<file path="src/rtl/wb_arbiter_pkg.sv">
// wb_arbiter_pkg
// Shared types and widths for the writeback arbiter slice.
//   TAG_W     : width of a ROB destination tag (tag 0 means "no destination")
//   REG_W     : width of an architectural register name
//   WB_FLAG_W : storage width of the per-result flags inside a queued entry;
//               the arbiter's FLAG_W parameter must not exceed it
//   WBEntry   : one completed result as held in a requester queue
package wb_arbiter_pkg;

  localparam int TAG_W     = 6;
  localparam int REG_W     = 5;
  localparam int WB_FLAG_W = 2;

  typedef struct packed {
    logic [31:0]          result;
    logic [TAG_W-1:0]     tag;
    logic [REG_W-1:0]     name;
    logic [WB_FLAG_W-1:0] flags;
  } WBEntry;

endpackage

</file>
<file path="src/rtl/wb_queue.sv">
// wb_queue
// Shallow per-requester FIFO of WBEntry records in front of the writeback
// arbiter.
// Ports:
//   clk, rst   : clock, asynchronous active-high reset (empties the queue)
//   push       : write push_data at the tail (ignored while full)
//   push_data  : entry to enqueue
//   pop        : drop the head entry (ignored while empty)
//   head       : entry at the head of the queue
//   count      : number of stored entries, 0..DEPTH
//   full/empty : count == DEPTH / count == 0, from registered state only
module wb_queue
  import wb_arbiter_pkg::*;
#(
  parameter  int DEPTH = 2,
  localparam int PTR_W = $clog2(DEPTH),
  localparam int CNT_W = $clog2(DEPTH) + 1
) (
  input  logic             clk,
  input  logic             rst,
  input  logic             push,
  input  WBEntry           push_data,
  input  logic             pop,
  output WBEntry           head,
  output logic [CNT_W-1:0] count,
  output logic             full,
  output logic             empty
);

  WBEntry           mem [DEPTH];
  logic [PTR_W-1:0] wr_ptr;
  logic [PTR_W-1:0] rd_ptr;
  logic             do_push;
  logic             do_pop;

  assign full    = (count == CNT_W'(DEPTH));
  assign empty   = (count == '0);
  assign do_push = push && !full;
  assign do_pop  = pop && !empty;
  assign head    = mem[rd_ptr];

  // Pointer and occupancy bookkeeping. DEPTH is a power of two, so the
  // pointers wrap naturally. A push and a pop in the same cycle leave the
  // count unchanged.
  always_ff @(posedge clk or posedge rst) begin
    if (rst) begin
      wr_ptr <= '0;
      rd_ptr <= '0;
      count  <= '0;
    end else begin
      if (do_push) wr_ptr <= wr_ptr + PTR_W'(1);
      if (do_pop)  rd_ptr <= rd_ptr + PTR_W'(1);
      case ({do_push, do_pop})
        2'b10:   count <= count + CNT_W'(1);
        2'b01:   count <= count - CNT_W'(1);
        default: count <= count;
      endcase
    end
  end

  // Entry storage. Reset only clears the pointers, so stale data left in
  // here can never be observed.
  always_ff @(posedge clk) begin
    if (do_push) mem[wr_ptr] <= push_data;
  end

  // A producer must never push into a full queue; such an entry is lost.
  a_no_push_when_full: assert property (@(posedge clk) disable iff (rst) !(push && full));

endmodule

</file>
<file path="src/rtl/wb_arbiter.sv">
// wb_arbiter
// Shares the single ROB writeback port among NUM_REQ functional units.
// Every unit pushes finished results into its own wb_queue; a round-robin
// scheduler forwards at most one queued result per cycle to registered
// outputs, and holds off while the ROB signals a stall.
// Ports:
//   clk, rst       : clock, asynchronous active-high reset
//   IN_valid/IN_*  : per-requester result (tag 0 = nothing to write back)
//   OUT_full       : per-requester queue full, do not push this cycle
//   IN_stall       : ROB cannot accept a write this cycle
//   OUT_valid      : one-cycle write strobe towards the ROB
//   OUT_result/tag/name/flags : granted entry, held while OUT_valid is low
//   OUT_grant      : one-hot requester that supplied the current outputs
// Build option:
//   WB_ARB_BYPASS_EN : a push into an empty queue may be granted in the same
//                      cycle and go straight to the output registers
//                      (one cycle latency instead of two).
module wb_arbiter
  import wb_arbiter_pkg::*;
#(
  parameter int NUM_REQ = 2,
  parameter int DEPTH   = 2,
  parameter int FLAG_W  = 2
) (
  input  logic                            clk,
  input  logic                            rst,
  input  logic [NUM_REQ-1:0]              IN_valid,
  input  logic [NUM_REQ-1:0][31:0]        IN_result,
  input  logic [NUM_REQ-1:0][TAG_W-1:0]   IN_tag,
  input  logic [NUM_REQ-1:0][REG_W-1:0]   IN_name,
  input  logic [NUM_REQ-1:0][FLAG_W-1:0]  IN_flags,
  output logic [NUM_REQ-1:0]              OUT_full,
  input  logic                            IN_stall,
  output logic                            OUT_valid,
  output logic [31:0]                     OUT_result,
  output logic [TAG_W-1:0]                OUT_tag,
  output logic [REG_W-1:0]                OUT_name,
  output logic [FLAG_W-1:0]               OUT_flags,
  output logic [NUM_REQ-1:0]              OUT_grant
);

  localparam int IDX_W = (NUM_REQ > 1) ? $clog2(NUM_REQ) : 1;
  localparam int CNT_W = $clog2(DEPTH) + 1;

  WBEntry [NUM_REQ-1:0]            in_entry;
  WBEntry [NUM_REQ-1:0]            q_head;
  logic   [NUM_REQ-1:0][CNT_W-1:0] q_count;
  logic   [NUM_REQ-1:0]            req;
  logic   [NUM_REQ-1:0]            q_push;
  logic   [NUM_REQ-1:0]            q_pop;
  logic   [NUM_REQ-1:0]            q_empty;
  logic   [NUM_REQ-1:0]            q_full;
  logic   [NUM_REQ-1:0]            cand;
  logic   [IDX_W-1:0]              rr_ptr;
  logic   [IDX_W-1:0]              grant_idx;
  logic                            grant_any;
  WBEntry                          grant_entry;
  WBEntry                          out_entry;
  logic   [NUM_REQ-1:0]            out_grant;

  for (genvar i = 0; i < NUM_REQ; i++) begin : g_req
    assign in_entry[i] = '{result: IN_result[i],
                           tag:    IN_tag[i],
                           name:   IN_name[i],
                           flags:  WB_FLAG_W'(IN_flags[i])};

    // Results without a destination tag never enter the arbiter.
    assign req[i]   = IN_valid[i] && (IN_tag[i] != '0);
    assign q_pop[i] = grant_any && (grant_idx == IDX_W'(i)) && !q_empty[i];

`ifdef WB_ARB_BYPASS_EN
    // A fresh result for an empty queue competes immediately; if it wins it
    // skips the queue entirely, otherwise it is stored as usual.
    assign cand[i]   = !q_empty[i] || req[i];
    assign q_push[i] = req[i] && !(grant_any && (grant_idx == IDX_W'(i)) && q_empty[i]);
`else
    assign cand[i]   = !q_empty[i];
    assign q_push[i] = req[i];
`endif

    wb_queue #(.DEPTH(DEPTH)) u_queue (
      .clk       (clk),
      .rst       (rst),
      .push      (q_push[i]),
      .push_data (in_entry[i]),
      .pop       (q_pop[i]),
      .head      (q_head[i]),
      .count     (q_count[i]),
      .full      (q_full[i]),
      .empty     (q_empty[i])
    );

    a_count_range: assert property (@(posedge clk) disable iff (rst) q_count[i] <= CNT_W'(DEPTH));
  end

  assign OUT_full = q_full;

  // Round-robin pick: scan the requesters starting at rr_ptr and wrapping
  // around, taking the first candidate found. A ROB stall suppresses the
  // grant entirely so nothing is popped.
  always_comb begin
    int idx;
    grant_any = 1'b0;
    grant_idx = '0;
    idx       = 0;
    if (!IN_stall) begin
      for (int k = 0; k < NUM_REQ; k++) begin
        idx = int'(rr_ptr) + k;
        if (idx >= NUM_REQ) idx = idx - NUM_REQ;
        if (!grant_any && cand[idx]) begin
          grant_any = 1'b1;
          grant_idx = IDX_W'(idx);
        end
      end
    end
  end

  // Entry that the winner supplies: normally its queue head, or with bypass
  // the incoming result when its queue is still empty.
  always_comb begin
    grant_entry = q_head[grant_idx];
`ifdef WB_ARB_BYPASS_EN
    if (q_empty[grant_idx]) grant_entry = in_entry[grant_idx];
`endif
  end

  // Output registers and round-robin pointer. OUT_valid is a pulse; the data
  // and grant id stay put until the next grant so the ROB side sees stable
  // values. The pointer moves just past the winner and stays put otherwise.
  always_ff @(posedge clk or posedge rst) begin
    if (rst) begin
      rr_ptr    <= '0;
      OUT_valid <= 1'b0;
      out_entry <= '0;
      out_grant <= '0;
    end else begin
      OUT_valid <= grant_any;
      if (grant_any) begin
        out_entry <= grant_entry;
        out_grant <= NUM_REQ'(1) << grant_idx;
        rr_ptr    <= (int'(grant_idx) == NUM_REQ - 1) ? '0 : grant_idx + IDX_W'(1);
      end
    end
  end

  assign OUT_result = out_entry.result;
  assign OUT_tag    = out_entry.tag;
  assign OUT_name   = out_entry.name;
  assign OUT_flags  = FLAG_W'(out_entry.flags);
  assign OUT_grant  = out_grant;

endmodule

</file>
<file path="config.mk">
export PLATFORM = sky130hd
export DESIGN_NAME = wb_arbiter
export DESIGN_NICKNAME = d
export VERILOG_FILES = /design/src/rtl/wb_arbiter_pkg.sv /design/src/rtl/wb_queue.sv /design/src/rtl/wb_arbiter.sv
export SDC_FILE = /design/constraint.sdc
export NUM_CORES = 1
export LEC_CHECK = 0
export BUFFER_PORTS_ARGS = -buffer_cell sky130_fd_sc_hd__buf_2
export CAP_MARGIN = 20
export CORE_UTILIZATION = 40
export CTS_CLUSTER_SIZE = 24
export DETAILED_ROUTE_END_ITERATION = 8
export PLACE_DENSITY = 0.61
export SKIP_CTS_REPAIR_TIMING = 1
export SLEW_MARGIN = 20
export SYNTH_ARGS = -nofsm -noshare
export SYNTH_HDL_FRONTEND = slang
export SYNTH_SLANG_ARGS = --single-unit
</file>
<file path="constraint.sdc">
create_clock -name clk -period 6.36 [get_ports clk]
set_input_delay 1.272 -clock clk [delete_from_list [all_inputs] [get_ports clk]]
set_output_delay 1.272 -clock clk [all_outputs]
set_load 0.01 [all_outputs]
</file>
# Word-level counts from Yosys, hierarchy flattened
# Memory sizes are Yosys's and may differ from the RTL's.
# Cells that the tools add are included.
dict set report word_totals {
  register_bits 57
  latch_bits 0
  ramBits 180
  mem_bits_ro 0
  in_bits 95
  output_inout_bits 50
  elab_cells 88
  mem_count 2
}
dict set report op_classes {
  n_addsub 12
  n_mul 0
  div 0
  n_lt_le_gt_ge 5
  n_eq_ne 6
  n_shift 1
  mux 26
  bitwise 1
  reduce_logical 22
}
# memory depth word_bits rd rd_ports_with_merged_regs write_ports line
set memory_table {}
lappend memory_table {{g_req[0].u_queue.mem} 2 45 1 0 1 wb_queue.sv:30} ;# WBEntry mem [DEPTH];
lappend memory_table {{g_req[1].u_queue.mem} 2 45 1 0 1 wb_queue.sv:30}
# operator n
set ops {}
lappend ops {{two-way mux 32 bit} 4}
lappend ops {{two-way mux 45 bit} 2}
lappend ops {{< comparator 32 x 3 -> 1 bit (second input constant)} 2}
lappend ops {{two-way mux 1 bit} 18}
lappend ops {{nonzero test 6 bit} 2}
lappend ops {{logical AND 1 bit} 11}
lappend ops {{== test 2 bit (second input constant)} 4}
lappend ops {{case mux 2 bit (2 select lines)} 2}
lappend ops {{adder 1 bit (second input constant)} 5}
lappend ops {{zero test 1 bit} 5}
lappend ops {{adder 2 x 1 -> 2 bit (second input constant)} 2}
lappend ops {{== test 2 x 1 -> 1 bit (second input constant)} 2}
lappend ops {{zero test 2 bit} 2}
lappend ops {{nonzero test 2 bit} 2}
lappend ops {{subtractor 2 x 1 -> 2 bit (second input constant)} 2}
lappend ops {{subtractor 1 x 2 -> 3 bit (second input constant)} 1}
lappend ops {{subtractor 2 x 2 -> 3 bit (second input constant)} 1}
lappend ops {{adder 1 x 1 -> 2 bit (second input constant)} 1}
lappend ops {{greater-or-equal comparator 1 x 2 -> 1 bit (second input constant)} 1}
lappend ops {{greater-or-equal comparator 2 bit (second input constant)} 1}
lappend ops {{< comparator 1 x 2 -> 1 bit (second input constant)} 1}
lappend ops {{left shift 1 x 1 -> 2 bit (first input constant)} 1}
lappend ops {{inverter 1 bit} 1}

# Logic depth before layout (Yosys ltp)
dict set report depth {
  depth_word 18
  mapped_depth 8
  depth_no_buf 6
}

# Cells and area by module
# From an unflattened synthesis, not the netlist that was laid out.
dict set report hier_totals {
  hier_cells 542
  area_unflattened_um2 9679.3
}
# mod instances cells_each area_per_inst_um2 seq_area_each_um2
set modules_own_cells {}
lappend modules_own_cells {wb_queue 2 159 3647.2 2802.7}
lappend modules_own_cells {wb_arbiter 1 224 2384.8 1201.2}

# Least setup slack after synthesis
# No wires, ideal clock.
dict set report synth_path {
  kind {input to register}
  start {input IN_tag[0] (netlist bit)}
  end {memory g_req[0].u_queue.mem[0][0] (netlist bit) (enable)}
  setup_time_ps 448
  arrival_ps 3552
  slack_ps 2360
  stages 3
  n_path_buf 0
  path_cell_list {nor4_1 -> a211o_1 -> nor2_1}
}
dict set report synth_between {
  elab_chain_len 5
}
# element line
set synth_lines {}
lappend synth_lines {{start: declaration} wb_arbiter.sv:29} ;# input logic [NUM_REQ-1:0][TAG_W-1:0] IN_tag,
lappend synth_lines {{nonzero test 6 bit} wb_arbiter.sv:68} ;# assign req[i] = IN_valid[i] && (IN_tag[i] != '0);
lappend synth_lines {{logical AND 1 bit} wb_arbiter.sv:68}
lappend synth_lines {{logical AND 1 bit} wb_queue.sv:38} ;# assign do_push = push && !full;
lappend synth_lines {{two-way mux 1 bit} wb_queue.sv:64} ;# if (do_push) mem[wr_ptr] <= push_data;
lappend synth_lines {{two-way mux 1 bit (implied by the code)} wb_queue.sv:64}
lappend synth_lines {{end: declaration} wb_queue.sv:30}
# Every way passes these cells.

# Final worst setup path
dict set report layout_path {
  start {input IN_stall}
  end {register out_entry, in the netlist OUT_result[2]}
}
dict set report layout_between {
  elab_chain_len 3
  elab_cells_between_ends 4
}
# element line
set layout_lines {}
lappend layout_lines {{start: declaration} wb_arbiter.sv:33} ;# input logic IN_stall,
lappend layout_lines {{two-way mux 1 bit} wb_arbiter.sv:106} ;# if (!IN_stall) begin
lappend layout_lines {{two-way mux 45 bit (implied by the code) (2 in series)} wb_arbiter.sv:121} ;# grant_entry = q_head[grant_idx];
lappend layout_lines {{end signal: assignment} wb_arbiter.sv:139} ;# out_entry <= grant_entry;
lappend layout_lines {{end: declaration} wb_arbiter.sv:58} ;# WBEntry out_entry;
# Several ways; a longest one is shown, not always the timed one. The select of a mux whose other input is x is not followed.
# A chain may end at the register's enable or synchronous reset.

==> results.json <==
{
  "status": "finished clean",
  "postSynthAreaPerCell_sq_um": 16.1,
  "synth_area_leaders": "edfxtp_1 56%, dfrtp_1 14%, a2111oi_2 6.0%",
  "finalNetCount": 828,
  "avgViaCountPerCell": 5.36,
  "die_h_um": 158,
  "grt_max_degree": 92,
  "antenna_found_initial": 5,
  "final_core_util_pct": 49.1,
  "ys_ff_latch": 236,
  "die_w_um": 158,
  "placed_area_sq_mm": 0.0106,
  "start_util_pct": 41.1,
  "track_usage_pct": 19.3,
  "leakagePower_uw": 0.00411,
  "finalSetupViolations": 0,
  "grt_pass1_wl_um": 35900,
  "path_cells": "buf_2 > o21bai_4 > buf_4 > a2111oi_0 > o31ai_1",
  "cts_root_buf": "clkbuf_16",
  "min_from": "OUT_grant[1]",
  "worstHoldPathCells": 1,
  "finalCritPeriodShare_pct": 48.6,
  "netlist_area_sq_mm": 0.00974,
  "io_buffer_count": 144,
  "slew_viol_final": 0,
  "worst_slew_pin_slew_ns": 0.992,
  "p_per_area_mw_per_mm2": 498,
  "hp-class": "flip-flop to flip-flop",
  "power_switching_uw": 1960,
  "slowest_stage": "buf_2",
  "wirelength_um": 23200,
  "rsz0062_at_grt": "no",
  "rrSetupSlack_ns": 3.81,
  "ant_nets": 0,
  "crit_buf_inv": 2,
  "yosys_warnings": 0,
  "vias": 5749,
  "skew_ns": 0.00713,
  "drt-pass1-iter-count": 4,
  "syn_nets": 703,
  "cts_buffers": 26,
  "clk_path_buf_depth": 3,
  "synth.most_common_cell": "edfxtp_1",
  "r2r_end": "g_req[1].u_queue.mem[0][16]",
  "cts_tree": "done",
  "clk_latency_ns": 0.52,
  "swShare_pct": 33.8,
  "finalSetupTns_ns": 0,
  "ff2ff_path_depth": 4,
  "max_freq_mhz": 324,
  "critPathRequiredTime_ns": 6.78,
  "async_flop_share_pct": 23.7,
  "drive_gt1_share_pct": 35.7,
  "ir_worst_vdd_mv": 0.250,
  "arrival_ns": 3.51,
  "hpwl_um": 14000,
  "final_area_sq_mm": 0.0116,
  "combPwrFrac_pct": 28.3,
  "coreArea_sq_mm": 0.0237,
  "yosys.area.top_type": "edfxtp_1",
  "period_minus_slack_ns": 3.09,
  "gp_congestion": 0.732,
  "fin_total_pwr_uw": 5790,
  "intPower_uw": 3840,
  "ys_top_cells_by_count": "180 x edfxtp_1, 90 x nor2b_1, 56 x dfrtp_1",
  "clkTransAtPathRegs_ns": 0.06,
  "synth_cell_type_count": 28,
  "synthFlopType": "edfxtp_1",
  "grt_remaining_overflow": 0,
  "drc_errors": 0,
  "seqPwrFrac_pct": 43.1,
  "worstSetupPathType": "input pin to flip-flop",
  "grt_pass1_vias": 6068,
  "dr.first_iter.drc_count": 371,
  "num_rows": 56,
  "clock_power_share_pct": 28.6,
  "hold_violations": 0,
  "holdPathEnd": "OUT_grant[1]",
  "htree_levels": 1,
  "yosysSeqAreaShare_pct": 69.9,
  "area_growth_syn_to_layout_pct": 19.4,
  "rr_startpoint": "g_req[1].u_queue.count[1]",
  "maxCapViolCount": 0,
  "critPathMaxFanout": 49,
  "synth_edf_count": 180,
  "cp.depth": 5,
  "finalHoldWorstSlack_ns": 0.474,
  "cp_slowest_stage_delay_ns": 0.74,
  "route.detailed.wl_per_inst_um": 21.6,
  "clock-sinks": 236,
  "die_area_sq_mm": 0.0250,
  "critical_path.top_delay_family": "buffers and inverters",
  "syn_inst": 606,
  "synth_top_area_share_pct": 55.5,
  "critPathLaunchType": "input pin",
  "ios": 145,
  "relSlewSlack_pct": 33.9,
  "endpoint_kind": "flip-flop"
}
## power by group through the flow
stage                     clock [uW]  sequential, uW  combinational [uW]
after floorplan                    0            2400                1250
after global placement             0            2580                1540
after detailed placement           0            2590                1590
after CTS                       1680            2570                1590
after global routing            1750            2560                1800
final                           1650            2500                1640
## stage by stage
step                worst slack (ns)  cells
global placement                2.72   1021
floorplan                       2.36    606
finish                          3.27   1073
CTS                             3.26   1069
global route                    3.16   1071
detailed placement              2.71   1021
## worst max-delay path by stage
stage | from | slack, ns | end
final | IN_stall | 3.27 | OUT_result[2]
after global routing | IN_stall | 3.16 | OUT_result[1]
after CTS | IN_stall | 3.26 | OUT_result[2]
after detailed placement | IN_stall | 2.71 | OUT_result[2]
after global placement | IN_stall | 2.72 | OUT_tag[4]
after floorplan | IN_tag[0] | 2.36 | g_req[0].u_queue.mem[0][0]
## registers in the layout, indices dropped and copies added, names as in the netlist
name                  count
g_req.u_queue.rd_ptr      2
OUT_flags                 2
OUT_valid                 1
rr_ptr                    1
OUT_grant                 1
g_req.u_queue.mem       180
OUT_tag                   6
g_req.u_queue.wr_ptr      2
OUT_name                  5
g_req.u_queue.count       4
OUT_result               32
## per-layer routing
metal	vias up	GRT usage, %	share of wire (%)
li1	2653	-	-
met1	2872	24.7	42
met2	177	33.2	49
met3	45	3.72	5.4
met4	2	5.77	2.8
met5	-	0	0.056
## layout by cell type, fill, tap and decap left out
master	Yosys	layout
buf_16	0	1
ha_1	2	2
a211o_1	2	2
clkinv_1	0	3
diode_2	0	3
o31ai_2	20	20
buf_4	8	10
o21ba_4	0	1
o21ai_0	45	45
o21bai_4	1	2
o31ai_1	25	25
clkinvlp_4	0	3
o21ba_2	0	1
nor4_1	2	2
dfrtp_1	56	54
and2b_1	2	2
buf_2	26	144
inv_2	0	1
xor2_1	4	4
nor2_4	0	4
a2111oi_0	6	6
nor4_4	0	1
edfxtp_1	180	180
a221oi_1	45	45
dfrtp_4	0	2
xnor2_1	6	6
inv_1	6	5
clkbuf_1	14	5
clkbuf_16	0	27
nor2b_1	90	90
or2_4	1	1
a211oi_4	1	1
clkinv_2	0	3
a21o_1	2	2
a2111oi_2	39	39
nor2_1	9	5
bufinv_16	0	7
## worst reg2reg max path: cells and delay by family (launching register included)
family,cells,cell delay (ns)
AO/OA/AOI/OAI,1,0.41
AND/OR/NAND/NOR,2,0.83
flip-flops,1,0.48
buffers and inverters,1,0.48
## cell type report
| cell class | instances | area, sq um |
|---|---|---|
| Antenna cell | 3 | 7.51 |
| Clock buffer | 32 | 694 |
| Clock inverter | 16 | 259 |
| Fill cell | 2073 | 12100 |
| Inverter | 6 | 22.5 |
| Multi-Input combinational cell | 306 | 2610 |
| Sequential cell | 236 | 6810 |
| Tap cell | 319 | 399 |
| Timing Repair Buffer | 155 | 823 |
## cells by family after synthesis
| logic type | after synthesis | share of synthesized area, % |
|---|---|---|
| flip-flops | 236 | 69.9 |
| AO/OA/AOI/OAI | 189 | 18.4 |
| AND/OR/NAND/NOR | 105 | 6.63 |
| buffers and inverters | 64 | 3.88 |
| XOR/XNOR | 10 | 0.899 |
| adder cells (fa/ha/maj) | 2 | 0.257 |
(Power assumes the default switching activity.)
